$ cat config.mk
export PLATFORM = sky130hd
export DESIGN_NAME = multiword_add_sequencer
export DESIGN_NICKNAME = d
export VERILOG_FILES = /design/src/rtl/multiword_add_sequencer_pkg.sv /design/src/rtl/multiword_add_sequencer_adder.sv /design/src/rtl/multiword_add_sequencer.sv
export SDC_FILE = /design/constraint.sdc
export NUM_CORES = 1
export LEC_CHECK = 0
export CAP_MARGIN = 20
export CORE_MARGIN = 1
export CORE_UTILIZATION = 50
export DETAILED_ROUTE_END_ITERATION = 7
export DONT_BUFFER_PORTS = 1
export GPL_TIMING_DRIVEN = 0
export PLACE_DENSITY_LB_ADDON = 0.3
export SLEW_MARGIN = 20
export SYNTH_ARGS = -nofsm -noshare
export SYNTH_HDL_FRONTEND = slang
export SYNTH_HIERARCHICAL = 1
export SYNTH_SLANG_ARGS = --single-unit
$ cat constraint.sdc
create_clock -name clk -period 10.5 [get_ports clk]
set_clock_uncertainty 0.2 [all_clocks]
set_input_delay 0.525 -clock clk [delete_from_list [all_inputs] [get_ports clk]]
set_output_delay 0.525 -clock clk [all_outputs]
set_load 0.03 [all_outputs]
$ cat src/rtl/multiword_add_sequencer_pkg.sv
// Shared constants and FSM encoding for the nibble-serial multiword adder.
package multiword_add_sequencer_pkg;

    localparam int NIBBLE_W = 4;

    localparam logic ST_IDLE = 1'b0;
    localparam logic ST_RUN  = 1'b1;

    typedef enum logic {
        IDLE = ST_IDLE,
        RUN  = ST_RUN
    } state_t;

endpackage

$ cat src/rtl/multiword_add_sequencer_adder.sv
// 4-bit ripple-carry adder: a chain of full adders, carry rippling LSB to MSB.
module ripple_carry_adder (
    input  logic [3:0] a,
    input  logic [3:0] b,
    input  logic       cin,
    output logic [3:0] sum,
    output logic       cout
);

    logic [4:0] c;

    assign c[0] = cin;

    for (genvar i = 0; i < 4; i++) begin : g_fa
        assign sum[i]  = a[i] ^ b[i] ^ c[i];
        assign c[i+1]  = (a[i] & b[i]) | (c[i] & (a[i] ^ b[i]));
    end

    assign cout = c[4];

endmodule

$ cat src/rtl/multiword_add_sequencer.sv
// Captures two wide operands and sums them one nibble per clock through a single
// 4-bit adder, chaining the carry through a flop. Optional two's-complement subtract.
module multiword_add_sequencer
    import multiword_add_sequencer_pkg::*;
#(
    parameter int WORDS = 4
) (
    input  logic                  clk,
    input  logic                  rst_n,
    input  logic                  start,
    input  logic                  sub,
    input  logic                  cin,
    input  logic [4*WORDS-1:0]    op_a,
    input  logic [4*WORDS-1:0]    op_b,
    output logic                  busy,
    output logic                  done,
    output logic [4*WORDS-1:0]    sum,
    output logic                  cout,
    output logic                  ovf
);

    localparam int W  = NIBBLE_W * WORDS;
    localparam int IW = (WORDS > 1) ? $clog2(WORDS) : 1;
    localparam logic [IW-1:0] LAST = IW'(WORDS - 1);

    state_t           state;
    logic [W-1:0]     a_sh, b_sh, s_sh;
    logic [W-1:0]     b_eff, s_next;
    logic             carry, msb_a, msb_b;
    logic [IW-1:0]    idx;
    logic [NIBBLE_W-1:0] add_sum;
    logic             add_cout;

    // Subtract is A + ~B + 1, so only B is inverted and the carry-in forced high.
    assign b_eff = sub ? ~op_b : op_b;

    ripple_carry_adder u_adder (
        .a    (a_sh[idx*NIBBLE_W +: NIBBLE_W]),
        .b    (b_sh[idx*NIBBLE_W +: NIBBLE_W]),
        .cin  (carry),
        .sum  (add_sum),
        .cout (add_cout)
    );

    always_comb begin
        s_next = s_sh;
        s_next[idx*NIBBLE_W +: NIBBLE_W] = add_sum;
    end

    always_ff @(posedge clk or negedge rst_n) begin
        if (!rst_n) begin
            state <= IDLE;
            a_sh  <= '0;
            b_sh  <= '0;
            s_sh  <= '0;
            carry <= 1'b0;
            msb_a <= 1'b0;
            msb_b <= 1'b0;
            idx   <= '0;
            busy  <= 1'b0;
            done  <= 1'b0;
            sum   <= '0;
            cout  <= 1'b0;
            ovf   <= 1'b0;
        end else begin
            done <= 1'b0;
            case (state)
                IDLE: begin
                    if (start) begin
                        a_sh  <= op_a;
                        b_sh  <= b_eff;
                        carry <= sub ? 1'b1 : cin;
                        idx   <= '0;
                        msb_a <= op_a[W-1];
                        msb_b <= b_eff[W-1];
                        busy  <= 1'b1;
                        state <= RUN;
                    end
                end
                RUN: begin
                    s_sh  <= s_next;
                    carry <= add_cout;
                    idx   <= idx + 1'b1;
                    if (idx == LAST) begin
                        sum   <= s_next;
                        cout  <= add_cout;
                        // Overflow only when both effective operands share a sign the result lacks.
                        ovf   <= (msb_a == msb_b) && (s_next[W-1] != msb_a);
                        done  <= 1'b1;
                        busy  <= 1'b0;
                        state <= IDLE;
                    end
                end
                default: state <= IDLE;
            endcase
        end
    end

endmodule
==> flow_metrics.env, run 1 <==
export IMPL_status="finished with violations"
export IMPL_violations="DRC"
export IMPL_cap_violations=0
export IMPL_clk_path_buf_depth=2
export IMPL_synth_compound_area_share_pct=12.92
export IMPL_worstSetupPathType="flop to flop"
export IMPL_worst_slew_pin_slew_ns=0.6009
export IMPL_root_buffer="clkbuf_8"
export IMPL_rsz0062_at_grt="false"
export IMPL_r2r_start="idx[0]"
export IMPL_worstHoldStart="start"
export IMPL_wl_mm=6.701
export IMPL_antenna_found_initial=0
export IMPL_drt_iter0_drc=89
export IMPL_min_period_ns=3.713
export IMPL_slew_violations=0
export IMPL_cp_required_ns=10.57
export IMPL_critPathMaxFanout=10
export IMPL_diodes=0
export IMPL_synthXorXnorAreaFrac_pct=4.077
export IMPL_ys_warn_count=6
export IMPL_synth_simple_gate_area_share_pct=9.902
export IMPL_cts_max_level=3
export IMPL_grt_pass1_vias=2318
export IMPL_placeableCoreArea_sq_um=6495
export IMPL_area_growth_pct=10.96
export IMPL_synth_seq_cells=72
export IMPL_endpoint_kind="flop"
export IMPL_drive_above_1_share_pct=19.24
export IMPL_place_congestion=0.7713
export IMPL_clk_latency_ns=0.35
export IMPL_wl_per_cell_um=17.01
export IMPL_cts_resized=0
export IMPL_fin_util_pct=58.72
export IMPL_ir_worst_vdd_uv=209.7
export IMPL_p_leak_nw=1.696
export IMPL_cts_setup_buffers=0
export IMPL_cts_buffers=9
export IMPL_drt_vias_per_instance=5.675
export IMPL_worstRegToRegCells=13
export IMPL_fin_crit_sh_pct=35.36
export IMPL_crit_path_start_kind="flop"
export IMPL_reg2reg_slack_ns=6.79
export IMPL_synthAdderAreaFrac_pct=4.514
export IMPL_muxShareOfSynthArea_pct=11.14
export IMPL_holdPathEnd="idx[1]"
export IMPL_grt_pass1_wl_mm=11.28
export IMPL_port_buffers=0
export IMPL_cts_tree="yes"
export IMPL_grt_total_usage_pct=20.77
export IMPL_hold_depth=1
export IMPL_ant_nets=0
export IMPL_cts_sinks=72
export IMPL_avgSynthCellArea_sq_um=11.46
export IMPL_ys_seq_area_share_pct=52.42
export IMPL_start_util_pct=52.92
export IMPL_ios=57
export IMPL_dr_pass1_iters=6
export IMPL_die_y_um=84.91
export IMPL_max_slew_margin_pct=59.94
export IMPL_cts_hold_fix_buffers=2
export IMPL_die_area_sq_um=7210
export IMPL_syn_num_nets=347
export IMPL_powerDensity_nw_per_um2=373.8
export IMPL_dp_hpwl_mm=4.611
export IMPL_cp_data_arrival_time_ns=3.78
export IMPL_max_freq_mhz=269.4
export IMPL_finalHoldViolCount=0
export IMPL_setup_viol=0
export IMPL_die_w_um=84.91
export IMPL_grt_max_degree=73
export IMPL_synth_top_family_by_area="compound AO/OA/AOI/OAI gates"
export IMPL_rows=29
export IMPL_syn_inst=300
export IMPL_finalNetCount=360
export IMPL_hp_class="input port to flop"
export IMPL_drc_errors=4
export IMPL_rr_endpoint="sum[7]"
export IMPL_finalSetupTns_ns=0
export IMPL_grt_overflow=0
export IMPL_vias=2236
export IMPL_path_clk_slew_ns=0.08
export IMPL_yosysUniqueCellTypes=30
export IMPL_synthesis_area_sq_um=3437
how the worst max path moves through the flow:
stage	from	end	slack (ns)	depth (start not counted)
CTS	idx[0]	s_sh[15]	6.74	13
global route	idx[0]	sum[3]	6.50	13
floorplan	idx[0]	ovf	7.11	13
global placement	idx[0]	s_sh[15]	6.83	13
finish	idx[0]	sum[7]	6.79	13
detailed placement	idx[0]	s_sh[15]	6.76	13
cell usage after synthesis:
cell type | n | area (sq um)
dfrtp_1 | 72 | 1802
nand2_1 | 40 | 150.1
o21ai_0 | 33 | 165.2
a21oi_1 | 18 | 90.09
mux2_2 | 18 | 202.7
xnor2_1 | 16 | 140.1
a32o_1 | 15 | 150.1
nor2b_1 | 15 | 93.84
inv_1 | 14 | 52.55
buf_2 | 12 | 60.06
mux4_2 | 8 | 180.2
clkbuf_1 | 7 | 26.28
ha_1 | 6 | 75.07
fa_1 | 4 | 80.08
nor2_1 | 4 | 15.01
and4bb_2 | 2 | 25.02
buf_6 | 2 | 22.52
nand2b_1 | 2 | 12.51
a2111o_1 | 1 | 11.26
a21boi_0 | 1 | 7.510
a31oi_1 | 1 | 6.260
and2b_2 | 1 | 8.760
and4b_2 | 1 | 11.26
and4bb_1 | 1 | 12.51
buf_1 | 1 | 3.750
buf_4 | 1 | 7.510
nand3_1 | 1 | 5.000
nand4_1 | 1 | 6.260
o22ai_1 | 1 | 6.260
o31ai_1 | 1 | 7.510
flip-flops by register name, indices dropped and copies added, names as in the netlist:
signal	count
state	1
busy	1
ovf	1
carry	1
cout	1
s_sh	16
b_sh	16
idx	2
done	1
a_sh	16
sum	16
cell families (layout without fill, tap and decap cells):
logic type / after synthesis / in the layout
and+or+nand+nor: 68 / 68
buffers and inverters: 37 / 54
DFF: 72 / 72
xor gates and xnor gates: 16 / 16
AOI/OAI and AO/OA: 71 / 71
muxes: 26 / 26
adders and majority gates: 10 / 10
layout make-up:
class / instances / area [sq um]
fill: 562 / 2681
clock inverter: 5 / 105.1
multi-input combinational: 191 / 1463
sequential: 72 / 1802
clock buffer: 10 / 137.6
buffer: 23 / 120.1
tap: 77 / 96.34
inverter: 14 / 52.55
timing repair buffer: 2 / 37.54
report_power, final:
part | switching, mW | internal [mW] | leakage, nW | total, mW
clock | 0.102 | 0.163 | 0.115 | 0.265
sequential | 0.127 | 0.396 | 0.923 | 0.523
combinational | 0.375 | 0.263 | 0.658 | 0.637
total | 0.604 | 0.821 | 1.70 | 1.43
stage by stage:
stage          total power, mW  hold WS [ns]  setup slack (ns)  instances  area (sq um)
2_1_floorplan           0.9908       0.02941             7.106        300          3437
3_3_place_gp             1.145       0.03079             6.834        377          3533
3_5_place_dp             1.163       0.03071             6.761        377          3533
4_1_cts                  1.436       0.05417             6.744        394          3814
5_1_grt                  1.539       0.04787             6.502        394          3814
6_report                 1.425       0.06609             6.787        394          3814
cells in the final DEF, fill, tap and decap left out, types with 2 or more instances in the layout:
master	count
xnor2_1	16
clkbuf_1	7
nor2b_1	15
and4bb_2	2
clkbuf_8	10
mux2_2	18
mux4_2	8
nor2_1	4
a21oi_1	18
a32o_1	15
o21ai_0	33
bufinv_16	3
fa_1	4
nand2_1	40
dfrtp_1	72
clkinvlp_4	2
buf_6	2
inv_1	14
nand2b_1	2
ha_1	6
buf_2	12
layer usage:
metal  vias up  GRT usage (%)  part of all wire (%)
met5         -              0                     0
met4         0          7.858                   1.2
met3         7          7.198                   5.7
met2        62          33.11                    48
met1      1101          26.39                    45
li1       1066              -                     -
critical path, cell delays in order, from the launching register on:
cell and delay [ns]:
dfrtp_1 0.46, buf_2 0.36, mux4_2 0.59, fa_1 0.43, inv_1 0.08, fa_1 0.17
inv_1 0.05, fa_1 0.35, inv_1 0.09, fa_1 0.40, inv_1 0.07, buf_6 0.13
a21oi_1 0.08, o21ai_0 0.15
Power figures use the tool's default switching activity.
==> run 2, diff against run 1 <==
==> constraint.sdc (replaced) <==
create_clock -name clk -period 3.8 [get_ports clk]
set_clock_uncertainty 0.2 [all_clocks]
set_input_delay 0.19 -clock clk [delete_from_list [all_inputs] [get_ports clk]]
set_output_delay 0.19 -clock clk [all_outputs]
set_load 0.03 [all_outputs]
==> run 2 against run 1 <==
Against the previous run:
- the run still ends with DRC left
- global-route usage up 1.3 points
- worst hold slack gained 0.026 ns
- sequential cell count stayed put
- clock-buffer cell count unchanged
- maximum frequency is 6.4% higher
- core utilization is 5.4 points higher
- cell count increased by 8.6%
- non-clock buffer count is 34 higher
- via count is 8.3% higher
- die area unchanged
- register-to-register slack got worse by 6.5 ns
- critical path type unchanged
- largest cell class unchanged
- highest routed layer unchanged
==> flow_metrics.env, run 2 (synthesis gave the netlist of run 1 again) <==
export IMPL_status="finished with violations"
export IMPL_violations="DRC"
export IMPL_hold_ws_ns=0.09254
export IMPL_critPathMaxFanout=10
export IMPL_fin_crit_sh_pct=91.80
export IMPL_ir_worst_vdd_uv=521.5
export IMPL_final_cell_mix="dfrtp_1, nand2_1, dlygate4sd3_1"
export IMPL_p_leak_nw=1.842
export IMPL_endpoint_kind="flop"
export IMPL_clk_path_buf_depth=2
export IMPL_cts_sinks=72
export IMPL_placeableCoreArea_sq_um=6495
export IMPL_drc_errors=4
export IMPL_place_congestion=0.7713
export IMPL_finalNetCount=394
export IMPL_finalSetupTns_ns=0
export IMPL_diodes=0
export IMPL_die_w_um=84.91
export IMPL_grt_pass1_vias=2493
export IMPL_start_util_pct=52.92
export IMPL_rows=29
export IMPL_cts_buffers=9
export IMPL_ios=57
export IMPL_cts_tree="yes"
export IMPL_cts_setup_buffers=0
export IMPL_antenna_found_initial=0
export IMPL_area_growth_pct=21.11
export IMPL_root_buffer="clkbuf_8"
export IMPL_max_freq_mhz=286.7
export IMPL_port_buffers=0
export IMPL_die_y_um=84.91
export IMPL_finalHoldViolCount=0
export IMPL_worst_slew_pin_slew_ns=0.4686
export IMPL_fillers=514
export IMPL_cp_data_arrival_time_ns=3.56
export IMPL_final_common_cell="dfrtp_1"
export IMPL_layout_area_seq_sq_um=1803
export IMPL_setup_viol=0
export IMPL_clk_latency_ns=0.35
export IMPL_hp_class="input port to flop"
export IMPL_slew_violations=0
export IMPL_vias=2422
export IMPL_wl_per_cell_um=16.68
export IMPL_grt_total_usage_pct=22.09
export IMPL_die_area_sq_um=7210
export IMPL_cp_required_ns=3.87
export IMPL_rsz0062_at_grt="false"
export IMPL_max_slew_margin_pct=68.76
export IMPL_multi_input_area_sq_um=1463
export IMPL_reg2reg_slack_ns=0.31
export IMPL_drt_iter0_drc=106
export IMPL_grt_pass1_wl_mm=12.02
export IMPL_drive_above_1_share_pct=17.95
export IMPL_ant_nets=0
export IMPL_wl_mm=7.141
export IMPL_cts_max_level=3
export IMPL_worstSetupPathType="flop to flop"
export IMPL_min_period_ns=3.488
export IMPL_dp_hpwl_mm=4.611
export IMPL_grt_overflow=0
export IMPL_crit_path_start_kind="flop"
export IMPL_grt_max_degree=73
export IMPL_powerDensity_nw_per_um2=959.2
export IMPL_path_clk_slew_ns=0.08
export IMPL_drt_vias_per_instance=5.659
export IMPL_dr_pass1_iters=7
export IMPL_cap_violations=0
run 2: changes by cell type in the layout (fill, tap and decap cells not counted), sizes merged:
cell         change
dlygate4sd3     +34
run 2: area by class of cell:
class | instances | share of cell area, %
Inverter | 14 | 1.262
Clock buffer | 10 | 3.306
Sequential cell | 72 | 43.31
Timing Repair Buffer | 36 | 9.077
Buffer | 23 | 3.066
Clock inverter | 5 | 2.525
Tap cell | 77 | 2.314
Multi-Input combinational cell | 191 | 35.14
run 2: worst max-delay path: stages (launching register included):
cell	delay [ns]
dfrtp_2	0.43
buf_6	0.20
mux4_2	0.55
fa_1	0.43
inv_1	0.08
fa_1	0.17
inv_1	0.05
fa_1	0.35
inv_1	0.09
fa_1	0.40
inv_1	0.07
buf_6	0.13
a21oi_1	0.08
a21oi_1	0.15
run 2: report_power, final:
group          total (mW)  switching (mW)  internal (mW)  leakage, nW
clock               0.736           0.286          0.450        0.115
sequential           1.45           0.357           1.09        0.922
combinational        1.81            1.05          0.756        0.805
total                3.99            1.69           2.30         1.84
run 2: final timing paths:
| kind | from | end | depth (start not counted) |
|---|---|---|---|
| setup / recovery | idx[0] | s_sh[15] | 13 |
| hold / removal | sub | b_sh[7] | 3 |
| setup reg to reg | idx[0] | s_sh[15] | 13 |
| hold reg to reg | b_sh[10] | b_sh[10] | 2 |
| max in group asynchronous | rst_n | idx[0] | 2 |
| min in group asynchronous | rst_n | sum[14] | 2 |
run 2: routing by layer:
metal / up-vias / track usage (%) / part of all wire (%)
met4: 0 / 9.245 / 1.6
met5: - / 0 / 0
met2: 69 / 36.95 / 50
met1: 1213 / 27.97 / 44
met3: 8 / 4.961 / 4.6
li1: 1132 / - / -
run 2: repair_timing:
item	4_1_cts	5_1_grt
resized for setup	0	6
endpoints found under the hold margin	108	0
endpoints found under the setup margin	0	9
hold buffers	36	0
run 2: through the flow:
stage	worst slack (ns)	cells	power (mW)	util [%]	cell area, sq um
2_1_floorplan	0.4061	300	2.738	-	3437
3_3_place_gp	0.1336	377	3.163	54.40	3533
3_5_place_dp	0.06101	377	3.214	54.40	3533
4_1_cts	0.04424	428	3.999	63.96	4154
5_1_grt	0.06586	428	4.298	64.09	4163
6_report	0.3117	428	3.993	64.09	4163
==> run 3, diff against run 2 <==
--- a/config.mk
+++ b/config.mk
@@ -5,6 +5,7 @@
 export SDC_FILE = /design/constraint.sdc
 export NUM_CORES = 1
 export LEC_CHECK = 0
+export ABC_AREA = 1
 export CAP_MARGIN = 20
 export CORE_MARGIN = 1
 export CORE_UTILIZATION = 50
@@ -12,8 +13,10 @@
 export DONT_BUFFER_PORTS = 1
 export GPL_TIMING_DRIVEN = 0
 export PLACE_DENSITY_LB_ADDON = 0.3
+export SKIP_LAST_GASP = 1
 export SLEW_MARGIN = 20
 export SYNTH_ARGS = -nofsm -noshare
 export SYNTH_HDL_FRONTEND = slang
 export SYNTH_HIERARCHICAL = 1
 export SYNTH_SLANG_ARGS = --single-unit
+export TNS_END_PERCENT = 5
==> run 3 against run 2 <==
Against the previous run:
- the flow now finishes without violations
- via count grew 21%
- synthesized area rose by 3.3%
- power shrank 4.2%
- register-to-register slack about the same
- design area increased by 3.7%
- non-clock buffer count grew 3
- critical path type unchanged
- largest power group unchanged
==> flow_metrics.env, run 3 <==
export IMPL_path_clk_slew_ns=0.08
export IMPL_slew_violations=0
export IMPL_syn_num_nets=463
export IMPL_finalWorstSetupSlack_ns=0.3120
export IMPL_ant_nets=0
export IMPL_ys_warn_count=6
export IMPL_diodes=0
export IMPL_grt_max_degree=73
export IMPL_cp_data_arrival_time_ns=3.58
export IMPL_max_freq_mhz=286.7
export IMPL_final_common_cell="nand2_1"
export IMPL_final_cell_mix="nand2_1, dfrtp_1, dlygate4sd3_1"
export IMPL_cts_tree="yes"
export IMPL_antenna_found_initial=0
export IMPL_worst_slew_pin_slew_ns=0.3479
export IMPL_dpl_cell_area_sq_um=3671
export IMPL_cp_required_ns=3.89
export IMPL_grt_pass1_wl_mm=14.06
export IMPL_dp_hpwl_mm=5.280
export IMPL_die_y_um=86.27
export IMPL_dr_pass1_iters=4
export IMPL_powerDensity_nw_per_um2=885.5
export IMPL_post_place_ws_ns=0.2490
export IMPL_min_period_ns=3.488
export IMPL_die_area_sq_um=7443
export IMPL_setup_viol=0
export IMPL_ir_worst_vdd_uv=465.6
export IMPL_cap_violations=0
export IMPL_port_buffers=0
export IMPL_ys_top_cells_by_area="dfrtp_1, nand2_1, o21ai_0"
export IMPL_clk_path_buf_depth=2
export IMPL_area_growth_pct=21.60
export IMPL_placeableCoreArea_sq_um=6832
export IMPL_rsz0062_at_grt="false"
export IMPL_synth_edff_count=0
export IMPL_yosysMostFrequentCell="nand2_1"
export IMPL_endpoint_kind="flop"
export IMPL_drt_iter0_drc=157
export IMPL_dominantRegCellSynth="dfrtp_1"
export IMPL_wl_mm=8.380
export IMPL_p_leak_nw=2.106
export IMPL_synth_seq_cells=72
export IMPL_place_congestion=0.8649
export IMPL_ys_top_cells_by_count="nand2_1, dfrtp_1, o21ai_0"
export IMPL_syn_inst=416
export IMPL_cts_max_level=3
export IMPL_avgSynthCellArea_sq_um=8.536
export IMPL_synth_top_cell_area_share_pct=50.74
export IMPL_hold_ws_ns=0.04716
export IMPL_crit_path_start_kind="flop"
export IMPL_critPathMaxFanout=12
export IMPL_die_w_um=86.27
export IMPL_grt_total_usage_pct=24.83
export IMPL_grt_pass1_vias=3002
export IMPL_finalSetupTns_ns=0
export IMPL_start_util_pct=51.98
export IMPL_cts_buffers=9
export IMPL_drt_vias_per_instance=5.117
export IMPL_ys_seq_area_share_pct=50.74
export IMPL_rows=30
export IMPL_cts_sinks=72
export IMPL_synthesis_area_sq_um=3551
export IMPL_vias=2927
export IMPL_yosysUniqueCellTypes=24
export IMPL_max_slew_margin_pct=76.81
export IMPL_drc_errors=0
export IMPL_synth_top_area_cell="dfrtp_1"
export IMPL_ios=57
export IMPL_wl_per_cell_um=14.65
export IMPL_finalHoldViolCount=0
export IMPL_fin_crit_sh_pct=91.79
export IMPL_hp_class="input port to flop"
export IMPL_root_buffer="clkbuf_8"
export IMPL_clk_latency_ns=0.35
export IMPL_grt_overflow=0
export IMPL_drive_above_1_share_pct=10.50
export IMPL_postLayoutCellArea_sq_um=4318
export IMPL_worstSetupPathType="flop to flop"
export IMPL_finalNetCount=518
export IMPL_status="completed"
export IMPL_synth_async_reset_ratio_pct=100.0
==> run 3: changes by cell type after synthesis, moves of 8 or more <==
cell / previous run / this run
o21ai_0: 33 / 41
o22ai_1: 1 / 16
nand2_1: 40 / 163
a32o_1: 15 / 0
nor2_1: 4 / 24
inv_1: 14 / 27
mux4_2: 8 / 0
a21oi_1: 18 / 0
nor2b_1: 15 / 0
mux2_2: 18 / 0
==> run 3: critical path, cell delays in order (launching register included) <==
cell	delay, ns
dfrtp_2	0.47
inv_2	0.15
buf_6	0.18
nor2_1	0.09
o22ai_1	0.12
fa_1	0.42
inv_1	0.07
fa_1	0.16
inv_1	0.05
fa_1	0.36
inv_1	0.08
fa_1	0.40
inv_1	0.11
inv_1	0.08
nor2_1	0.09
nand3_1	0.13
nand3_1	0.10
nand3_1	0.10
nand2_1	0.07
==> run 3: worst paths after layout <==
kind | startpoint | end | slack [ns] | depth (start not counted)
max reg2reg | idx[0] | ovf | 0.31 | 18
min | sub | b_sh[10] | 0.05 | 3
max | idx[0] | ovf | 0.31 | 18
min in group asynchronous | rst_n | s_sh[5] | 0.20 | 2
min reg2reg | a_sh[8] | a_sh[8] | 0.28 | 2
max in group asynchronous | rst_n | idx[0] | 2.91 | 2
==> run 3: kinds of logic after synthesis <==
kind of cell             after synthesis  synth area share, %
AND/OR/NAND/NOR                      200                22.45
XOR/XNOR                              16                3.946
AO/OA/AOI/OAI                         69                10.78
buffers and inverters                 49                7.716
flip-flops                            72                50.74
adder cells (fa/ha/maj)               10                4.369
==> run 3: power breakdown <==
group | internal (mW) | leakage (nW) | total (mW) | switching [mW]
Combinational | 0.671 | 1.08 | 1.80 | 1.13
Sequential | 1.09 | 0.931 | 1.45 | 0.359
Clock | 0.288 | 0.0992 | 0.573 | 0.285
Total | 2.05 | 2.11 | 3.82 | 1.78
==> run 3: routing by layer <==
| layer | routed length [um] | GRT usage (%) | vias to the layer above | share of wire [%] |
|---|---|---|---|---|
| met5 | 0 | 0 | - | 0 |
| met4 | 58 | 8.636 | 0 | 0.69 |
| met3 | 362 | 5.429 | 5 | 4.3 |
| met2 | 4375 | 44.16 | 80 | 52 |
| met1 | 3584 | 29.72 | 1416 | 43 |
| li1 | - | - | 1426 | - |
==> run 3: through the flow <==
step / cells / utilization (%) / total power [mW]
after floorplan: 416 / - / 2.705
after global placement: 512 / 53.74 / 3.114
after detailed placement: 512 / 53.74 / 3.153
after CTS: 571 / 62.99 / 3.806
after global routing: 572 / 63.21 / 4.157
final: 572 / 63.21 / 3.823
==> run 3: layout make-up <==
type | instances | area (sq um)
buffer | 18 | 160.2
clock buffer | 13 | 168.9
clock inverter | 3 | 15.01
fill | 606 | 2514
inverter | 31 | 120.1
multi-input combinational | 295 | 1475
sequential | 72 | 1803
tap | 96 | 120.1
timing repair buffer | 44 | 455.4
==> run 3: what timing repair did <==
item / in CTS / in global routing
buffers inserted: 0 / 1
resized for setup: 0 / 5
endpoints found under the setup margin: 0 / 5
endpoints found under the hold margin: 109 / 0
hold buffers: 43 / 0
